<file path="src/rtl/frame_seq_ctrl.sv">
// Frame sequencer: captures one frame into an external single-port RAM, then
// replays it forward, reversed or fftshifted while tracking the peak sample.
module frame_seq_ctrl #(
  parameter int unsigned DW = 16,
  parameter int unsigned AW = 11
) (
  input  logic          clk,
  input  logic          rst_n,
  input  logic          start,
  input  logic [1:0]    mode,
  input  logic [AW:0]   len,
  input  logic          in_valid,
  input  logic [DW-1:0] in_data,
  output logic          in_ready,
  output logic [AW-1:0] ram_addr,
  output logic          ram_wren,
  output logic          ram_rden,
  output logic [DW-1:0] ram_wdata,
  input  logic [DW-1:0] ram_rdata,
  output logic          out_valid,
  output logic [DW-1:0] out_data,
  output logic [AW-1:0] out_idx,
  output logic          out_last,
  output logic          busy,
  output logic          done,
  output logic [DW-1:0] max_val,
  output logic [AW-1:0] max_idx,
  output logic          err
);

  localparam logic [AW:0] CAP = {1'b1, {AW{1'b0}}};
  localparam logic [AW:0] ONE = (AW+1)'(1);

  typedef enum logic [2:0] {
    S_IDLE, S_CAPTURE, S_REPLAY, S_DRAIN, S_DONE
  } state_e;

  state_e        state_q, state_d;
  logic [AW:0]   len_q, len_d;
  logic [1:0]    mode_q, mode_d;
  logic [AW:0]   wr_ptr_q, wr_ptr_d;
  logic [AW:0]   rd_k_q, rd_k_d;
  logic          first_q, first_d;
  logic          in_ready_q, in_ready_d;
  logic [AW-1:0] ram_addr_q, ram_addr_d;
  logic          ram_wren_q, ram_wren_d;
  logic          ram_rden_q, ram_rden_d;
  logic [DW-1:0] ram_wdata_q, ram_wdata_d;
  logic          rd_last_q, rd_last_d;
  logic          out_valid_q, out_valid_d;
  logic [AW-1:0] out_idx_q, out_idx_d;
  logic          out_last_q, out_last_d;
  logic          busy_q, busy_d;
  logic          done_q, done_d;
  logic [DW-1:0] max_val_q, max_val_d;
  logic [AW-1:0] max_idx_q, max_idx_d;
  logic          err_q, err_d;

  logic [AW:0]   half;
  logic [AW:0]   shift_sum;
  logic [AW-1:0] rd_addr;

  // Replay address for step k; fftshift wraps by compare-and-subtract.
  always_comb begin
    half      = (len_q + ONE) >> 1;
    shift_sum = rd_k_q + half;
    unique case (mode_q)
      2'd1:    rd_addr = AW'(len_q - ONE - rd_k_q);
      2'd2:    rd_addr = AW'((shift_sum < len_q) ? shift_sum : shift_sum - len_q);
      default: rd_addr = AW'(rd_k_q);
    endcase
  end

  // Next-state and registered-output logic.
  always_comb begin
    state_d     = state_q;
    len_d       = len_q;
    mode_d      = mode_q;
    wr_ptr_d    = wr_ptr_q;
    rd_k_d      = rd_k_q;
    first_d     = first_q;
    in_ready_d  = 1'b0;
    ram_addr_d  = '0;
    ram_wren_d  = 1'b0;
    ram_rden_d  = 1'b0;
    ram_wdata_d = '0;
    rd_last_d   = 1'b0;
    out_valid_d = ram_rden_q;
    out_idx_d   = ram_rden_q ? ram_addr_q : '0;
    out_last_d  = rd_last_q;
    busy_d      = (state_q != S_IDLE);
    done_d      = (state_q == S_DONE);
    max_val_d   = max_val_q;
    max_idx_d   = max_idx_q;
    err_d       = 1'b0;

    // First replayed sample loads unconditionally; ties keep the earlier one.
    if (out_valid_q && (first_q || (ram_rdata > max_val_q))) begin
      max_val_d = ram_rdata;
      max_idx_d = out_idx_q;
      first_d   = 1'b0;
    end

    unique case (state_q)
      S_IDLE: begin
        if (start) begin
          if ((len != '0) && (len <= CAP)) begin
            len_d      = len;
            mode_d     = mode;
            wr_ptr_d   = '0;
            rd_k_d     = '0;
            first_d    = 1'b1;
            max_val_d  = '0;
            max_idx_d  = '0;
            in_ready_d = 1'b1;
            busy_d     = 1'b1;
            state_d    = S_CAPTURE;
          end else begin
            err_d = 1'b1;
          end
        end
      end
      S_CAPTURE: begin
        in_ready_d = 1'b1;
        if (in_valid) begin
          ram_wren_d  = 1'b1;
          ram_addr_d  = AW'(wr_ptr_q);
          ram_wdata_d = in_data;
          wr_ptr_d    = wr_ptr_q + ONE;
          if (wr_ptr_q == len_q - ONE) begin
            in_ready_d = 1'b0;
            state_d    = S_REPLAY;
          end
        end
      end
      S_REPLAY: begin
        ram_rden_d = 1'b1;
        ram_addr_d = rd_addr;
        if (rd_k_q == len_q - ONE) begin
          rd_last_d = 1'b1;
          state_d   = S_DRAIN;
        end else begin
          rd_k_d = rd_k_q + ONE;
        end
      end
      S_DRAIN: state_d = S_DONE;
      S_DONE:  state_d = S_IDLE;
      default: state_d = S_IDLE;
    endcase
  end

  always_ff @(posedge clk or negedge rst_n) begin
    if (!rst_n) begin
      state_q     <= S_IDLE;
      len_q       <= '0;
      mode_q      <= '0;
      wr_ptr_q    <= '0;
      rd_k_q      <= '0;
      first_q     <= 1'b0;
      in_ready_q  <= 1'b0;
      ram_addr_q  <= '0;
      ram_wren_q  <= 1'b0;
      ram_rden_q  <= 1'b0;
      ram_wdata_q <= '0;
      rd_last_q   <= 1'b0;
      out_valid_q <= 1'b0;
      out_idx_q   <= '0;
      out_last_q  <= 1'b0;
      busy_q      <= 1'b0;
      done_q      <= 1'b0;
      max_val_q   <= '0;
      max_idx_q   <= '0;
      err_q       <= 1'b0;
    end else begin
      state_q     <= state_d;
      len_q       <= len_d;
      mode_q      <= mode_d;
      wr_ptr_q    <= wr_ptr_d;
      rd_k_q      <= rd_k_d;
      first_q     <= first_d;
      in_ready_q  <= in_ready_d;
      ram_addr_q  <= ram_addr_d;
      ram_wren_q  <= ram_wren_d;
      ram_rden_q  <= ram_rden_d;
      ram_wdata_q <= ram_wdata_d;
      rd_last_q   <= rd_last_d;
      out_valid_q <= out_valid_d;
      out_idx_q   <= out_idx_d;
      out_last_q  <= out_last_d;
      busy_q      <= busy_d;
      done_q      <= done_d;
      max_val_q   <= max_val_d;
      max_idx_q   <= max_idx_d;
      err_q       <= err_d;
    end
  end

  assign in_ready  = in_ready_q;
  assign ram_addr  = ram_addr_q;
  assign ram_wren  = ram_wren_q;
  assign ram_rden  = ram_rden_q;
  assign ram_wdata = ram_wdata_q;
  assign out_valid = out_valid_q;
  // RAM data arrives one cycle after the read, aligned with out_valid.
  assign out_data  = out_valid_q ? ram_rdata : '0;
  assign out_idx   = out_idx_q;
  assign out_last  = out_last_q;
  assign busy      = busy_q;
  assign done      = done_q;
  assign max_val   = max_val_q;
  assign max_idx   = max_idx_q;
  assign err       = err_q;

endmodule

</file>
<file path="config.mk">
export PLATFORM = sky130hd
export DESIGN_NAME = frame_seq_ctrl
export DESIGN_NICKNAME = d
export VERILOG_FILES = /design/src/rtl/frame_seq_ctrl.sv
export SDC_FILE = /design/constraint.sdc
export NUM_CORES = 1
export LEC_CHECK = 0
export ABC_AREA = 1
export CAP_MARGIN = 20
export CELL_PAD_IN_SITES_DETAIL_PLACEMENT = 0
export CELL_PAD_IN_SITES_GLOBAL_PLACEMENT = 2
export CORE_MARGIN = 3
export CORE_UTILIZATION = 24
export CTS_BUF_LIST = sky130_fd_sc_hd__clkbuf_8 sky130_fd_sc_hd__clkbuf_16
export CTS_CLUSTER_DIAMETER = 150
export DETAILED_ROUTE_END_ITERATION = 10
export GPL_TIMING_DRIVEN = 1
export PLACE_DENSITY_LB_ADDON = 0.1
export SYNTH_ARGS = -nofsm -noshare
export SYNTH_HDL_FRONTEND = slang
export SYNTH_SLANG_ARGS = --single-unit
</file>
<file path="constraint.sdc">
create_clock -name clk -period 4.85 [get_ports clk]
set_clock_uncertainty 0.2 [all_clocks]
set_input_delay 0.485 -clock clk [delete_from_list [all_inputs] [get_ports clk]]
set_output_delay 0.485 -clock clk [all_outputs]
set_load 0.005 [all_outputs]
</file>
# ---- After elaboration in Yosys (flattened, before gate mapping)
# Cells that the tools add are included.
dict set report word_totals {
  regBits 116
}
dict set report op_classes {
  addsub 7
  order_cmp 3
  n_eq_ne 14
  n_mux 48
  n_reduce_logical 12
}
# cell count
set op_table {}
lappend op_table {{$mux 16} 7}
lappend op_table {{$mux 11} 7}
lappend op_table {{$mux 12} 4}
lappend op_table {{$pmux 12 s2} 2}
lappend op_table {{$pmux 11 s2} 2}
lappend op_table {{$add 12x1->12 const B} 3}
lappend op_table {{$eq 12x12->1} 2}
lappend op_table {{$sub 11x11->11} 2}
lappend op_table {{$mux 1} 19}
lappend op_table {{$gt 16x16->1} 1}
lappend op_table {{$mux 3} 5}
lappend op_table {{$add 12x11->12} 1}
lappend op_table {{$le 12x12->1 const B} 1}
lappend op_table {{$lt 12x12->1} 1}
lappend op_table {{$ne 2x2->1 const B} 6}
lappend op_table {{$pmux 3 s4} 1}
lappend op_table {{$reduce_bool 12->1} 1}
lappend op_table {{$sub 12x1->12 const B} 1}
lappend op_table {{$reduce_and 4->1} 2}
lappend op_table {{$eq 3x2->1 const B} 2}
lappend op_table {{$reduce_and 5->1} 1}
lappend op_table {{$reduce_bool 2->1} 2}
lappend op_table {{$eq 3x1->1 const B} 1}
lappend op_table {{$eq 3x3->1 const B} 1}
lappend op_table {{8 further kinds} 9}

# ---- Logic depth before layout (Yosys ltp)
dict set report depth {
  word_depth 7
  depth_mapped 30
  mapped_depth_nobuf 29
}

# ---- Least setup slack after synthesis
# No wires, ideal clock.
dict set report synth_path {
  path_kind {reg-to-reg}
  start {register len_q[1]}
  end {register ram_addr_q[4] (netlist: ram_addr[4])}
  setup_ps 128
  arrival_time_ps 3721
  required_ps 4522
  setup_slack_ps 802
  path_stages_with_launch 29
  n_path_buf 0
  synth_period_minus_slack_ps 4048
  path_cell_list {dfrtp_1 -> inv_1 -> nor3_2 -> nand3_1 -> nor2_1 -> nand2_1 -> nor2_1 -> nand2_1 -> xor2_1 -> inv_1 -> ha_1 -> inv_1 -> o21bai_1 -> a31oi_1 -> nand3_1 -> nand2_1 -> nand2_1 -> a21oi_1 -> xor2_1 -> ha_1 -> a21oi_1 -> a21boi_0 -> nand2_1 -> nor2_2 -> nand2_1 -> o211ai_1 -> nand3_1 -> nand2_1 -> o21ai_0}
}
dict set report synth_via {
  elab_chain_cells 6
  word_cells_on_any_way 9
  cone_classes {add/sub (5); order compare (1); mux (3)}
}
# element line_no
set synth_rtl {}
lappend synth_rtl {{start: declaration} 39} ;# logic [AW:0] len_q, len_d;
lappend synth_rtl {{start signal: assignment} 176} ;# len_q <= len_d;
lappend synth_rtl {{$add 12x1->12} 65} ;# half = (len_q + ONE) >> 1;
lappend synth_rtl {{$add 12x11->12} 66} ;# shift_sum = rd_k_q + half;
lappend synth_rtl {{$sub 11x11->11 / $lt 12x12->1 (equally long branches)} 69} ;# 2'd2: rd_addr = AW'((shift_sum < len_q) ? shift_sum : shift_sum - len_q);
lappend synth_rtl {{$mux 11} 69}
lappend synth_rtl {{$pmux 11 s2 (*)} 67} ;# unique case (mode_q)
lappend synth_rtl {{$pmux 11 s2 (*)} 104} ;# unique case (state_q)
lappend synth_rtl {{named net ram_addr_d[4]} 45} ;# logic [AW-1:0] ram_addr_q, ram_addr_d;
lappend synth_rtl {{end signal: assignment} 182} ;# ram_addr_q <= ram_addr_d;
lappend synth_rtl {{end: declaration} 45}
# Mark *: on every way through the listed nets, which the timed path passes. The rest lies on a longest branch.
# A chain may end at the register's enable or synchronous reset.

# ---- Worst setup path in the final report
dict set report layout_path {
  start {register len_q[0]}
  end {register ram_addr_q[2] (netlist: ram_addr[2])}
}
# The elaborated chain is that of the path after synthesis.

==> qor.txt <==
Power Density: 630.2 nW/um^2
clock slew at reported path FFs: 60 ps
final setup margin: 369.8 ps
crit start category: register
proportion of layout cells with a drive suffix above 1: 8.521%
hold buffers post-CTS: 0
Final Max Slew Viols: 0
Lkg Pwr: 5.113 nW
maxcap violations: 0
Post-Synthesis Cells: 1133
Synth async-reset ratio: 100.0%
endpoints failing setup: 0
H-tree level count: 4
Total Power: 6.777 mW
Fill cells: 3671
All-Layer GR Usage: 17.50%
IO Pins: 139
overall routed net length: 31130 um
Total Nets Final: 1389
largest net degree at the start of global routing: 63
Critical R2R Launch: len_q[0]
Longest Clk Path Bufs: 2
cell repeated most along the worst path: nand2_1
vias in the first global route: 7828
dpl ws: 175.4 ps
Critical Path Max Stage Delay: 480 ps
post-synth cell types: 43
final cycle utilization of the critical path: 92.37%
critical path type: reg2reg
die area: 36400 um^2
routed length per instance: 17.90 um
FF-to-FF path depth: 20
YS warnings: 0
Skew-Pair Late Insertion Delay: 420 ps
I/O Buffers: 138
crit-path cells: inv_2 -> ha_1 -> ha_1 -> inv_1 -> fa_1 -> o21ai_0 -> xor2_2 -> inv_1 -> ha_1 -> nand2_1 -> nor2_1 -> nand2_1 -> nor2_4 -> nand3b_1 -> buf_12 -> nand2_1 -> o211ai_1 -> nand3_1 -> nand2_1 -> o21ai_0
number of buffers and inverters on the critical path: 4
Area growth syn-to-layout: 31.24%
final hold slack: -40.68 ps
register bit total from synthesis: 116
core box area: 33620 um^2
crit end category: register
hpwl dp: 24790 um
die height: 190.8 um
CTS tree: yes
flop2flop setup slack: 370 ps
worst vdd ir: 264.4 uV
min-delay worst type: in2async
clock sinks: 116
Top delay family on crit path: adder cells
Iteration-0 DRC Markers: 467
Crit Reg-Reg Endpoint: ram_addr[2]
data required time at the worst endpoint: 4940 ps
critical path's slowest cell: ha_1
router iterations before antenna repair: 5
Routed Antenna Nets: 0
Remaining DRCs: 0
Syn Nets: 1244
CTS root buf: clkbuf_16
Worst Max-Slew Pin Slew: 872.4 ps
grt ovf: 0
vias per cell: 4.432
RD Place Congestion: 0.9071
mapped cell area: 8194 um^2
first-pass GRT wire length: 47820 um
Rel. slew slack: 41.84%
RSZ-0062 raised after global routing: no
Final min period: 4480 ps
Initial Util: 24.38%
EDFF count, synth: 0
Crit Path Max Fanout: 12
main flop type after synthesis: dfrtp_1
Avg Cell Area, Syn: 7.232 um^2
Core Rows: 67
post-synthesis sequential area ratio: 35.43%
CTS Buf Count: 17
vias: 7707
outcome: finished with violations
chip width: 190.8 um
fmax: 0.2232 GHz
Worst Path Arrival: 4570 ps
Antenna Cells: 0
failing checks: hold timing
Final Hold Vio Count: 27
initial antenna violation count: 0
## layer usage
metal	wire length, um	global-route usage, %	vias to the layer above
li1	-	-	3908
met1	14300	22.57	3615
met2	14630	28.94	152
met3	1362	3.842	32
met4	834	6.012	0
met5	0	0	-
## sequential cells by signal, summed over array words and instances (netlist names), 2 cells and up
signal and flops:
max_val 16, ram_wdata 16, len_q 12, rd_k_q 12
wr_ptr_q 12, max_idx 11, out_idx 11, ram_addr 11
state_q 3, mode_q 2
## layout by cell type (no fill, tap or decap), drive strengths merged
cell	instances
a211oi	2
a21boi	2
a21o	1
a21oi	75
a31oi	3
and2	1
buf	22
clkbuf	17
clkdlybuf4s50	137
clkinv	12
clkinvlp	3
dfrtp	116
fa	3
ha	58
inv	163
nand2	295
nand2b	1
nand3	83
nand3b	14
nand4	9
nor2	121
nor3	19
nor3b	1
nor4	3
o211ai	6
o21a	1
o21ai	72
o21bai	3
o31ai	2
xnor2	3
xnor3	1
xor2	42
## stage by stage
step	utilization [%]	TNS [ps]	instances	area (um^2)
floorplan	-	0	1133	8194
global placement	30.01	-58.69	1701	10090
detailed placement	30.01	0	1701	10090
CTS	31.56	0	1733	10610
global route	31.99	0	1739	10750
finish	31.99	0	1739	10750
## report_power, final
group,internal (mW),switching [mW],total [mW],leakage [nW]
Combinational,1.53,2.65,4.18,3.31
Clock,0.644,0.486,1.13,0.261
Sequential,1.20,0.262,1.46,1.54
## kinds of logic (layout without fill, tap and decap cells)
group,Yosys count,count (layout),share of synthesized area (%)
adders and majority gates,61,61,9.589
and+or+nand+nor,547,547,28.95
DFF,116,116,35.43
buffers and inverters,196,354,9.589
AOI/OAI and AO/OA,167,167,11.36
xor gates and xnor gates,46,46,5.085
## Yosys cell counts, types with 3 or more instances
master    instances  area share (%)
o211ai_1          6            0.55
o21ai_0          49             3.0
fa_1              3            0.73
nor2_4            4            0.55
nand4_1           9            0.69
nand2_1         289              13
o21ai_1          12            0.73
nand3_2           5            0.61
clkinv_1          3            0.14
xor2_1           42             4.5
inv_1           153             7.0
a21oi_1          75             4.6
o21bai_1          3            0.27
buf_4             3            0.27
nor2_1          114             5.2
o21ai_2          10             1.1
ha_1             58             8.9
xnor2_1           3            0.32
nand2_2           6            0.46
nand3_1          77             4.7
a31oi_1           3            0.23
buf_2             7            0.43
buf_6             4            0.55
nor2_2            3            0.23
inv_2             7            0.32
clkbuf_1         17            0.78
dfrtp_1         116              35
nor4_1            3            0.23
nor3_1           17             1.0
nand3b_1         14             1.3
## worst max path at each step
stage	startpoint	endpoint	slack, ps	cells after the start
2_1_floorplan	len_q[1]	ram_addr[4]	800	28
3_3_place_gp	len_q[1]	ram_addr[10]	-40	24
3_5_place_dp	len_q[0]	ram_addr[10]	180	23
4_1_cts	len_q[0]	ram_addr[7]	100	23
5_1_grt	len_q[1]	ram_addr[2]	4	30
6_report	len_q[0]	ram_addr[2]	370	20
## area by class of cell
class / instances / area (um^2) / share of cell area, %
Sequential cell: 116 / 2905 / 27.02
Clock inverter: 15 / 95.09 / 0.8842
Inverter: 163 / 611.8 / 5.689
Clock buffer: 17 / 425.4 / 3.956
Tap cell: 448 / 560.5 / 5.212
Multi-Input combinational cell: 821 / 4607 / 42.84
Timing Repair Buffer: 159 / 1549 / 14.40
## timing repair
item	4_1_cts	5_1_grt
setup buffers	0	6
endpoints found under the hold margin	0	0
endpoints found under the setup margin	0	11
gates resized for setup	0	27
Power figures use the tool's default switching activity.
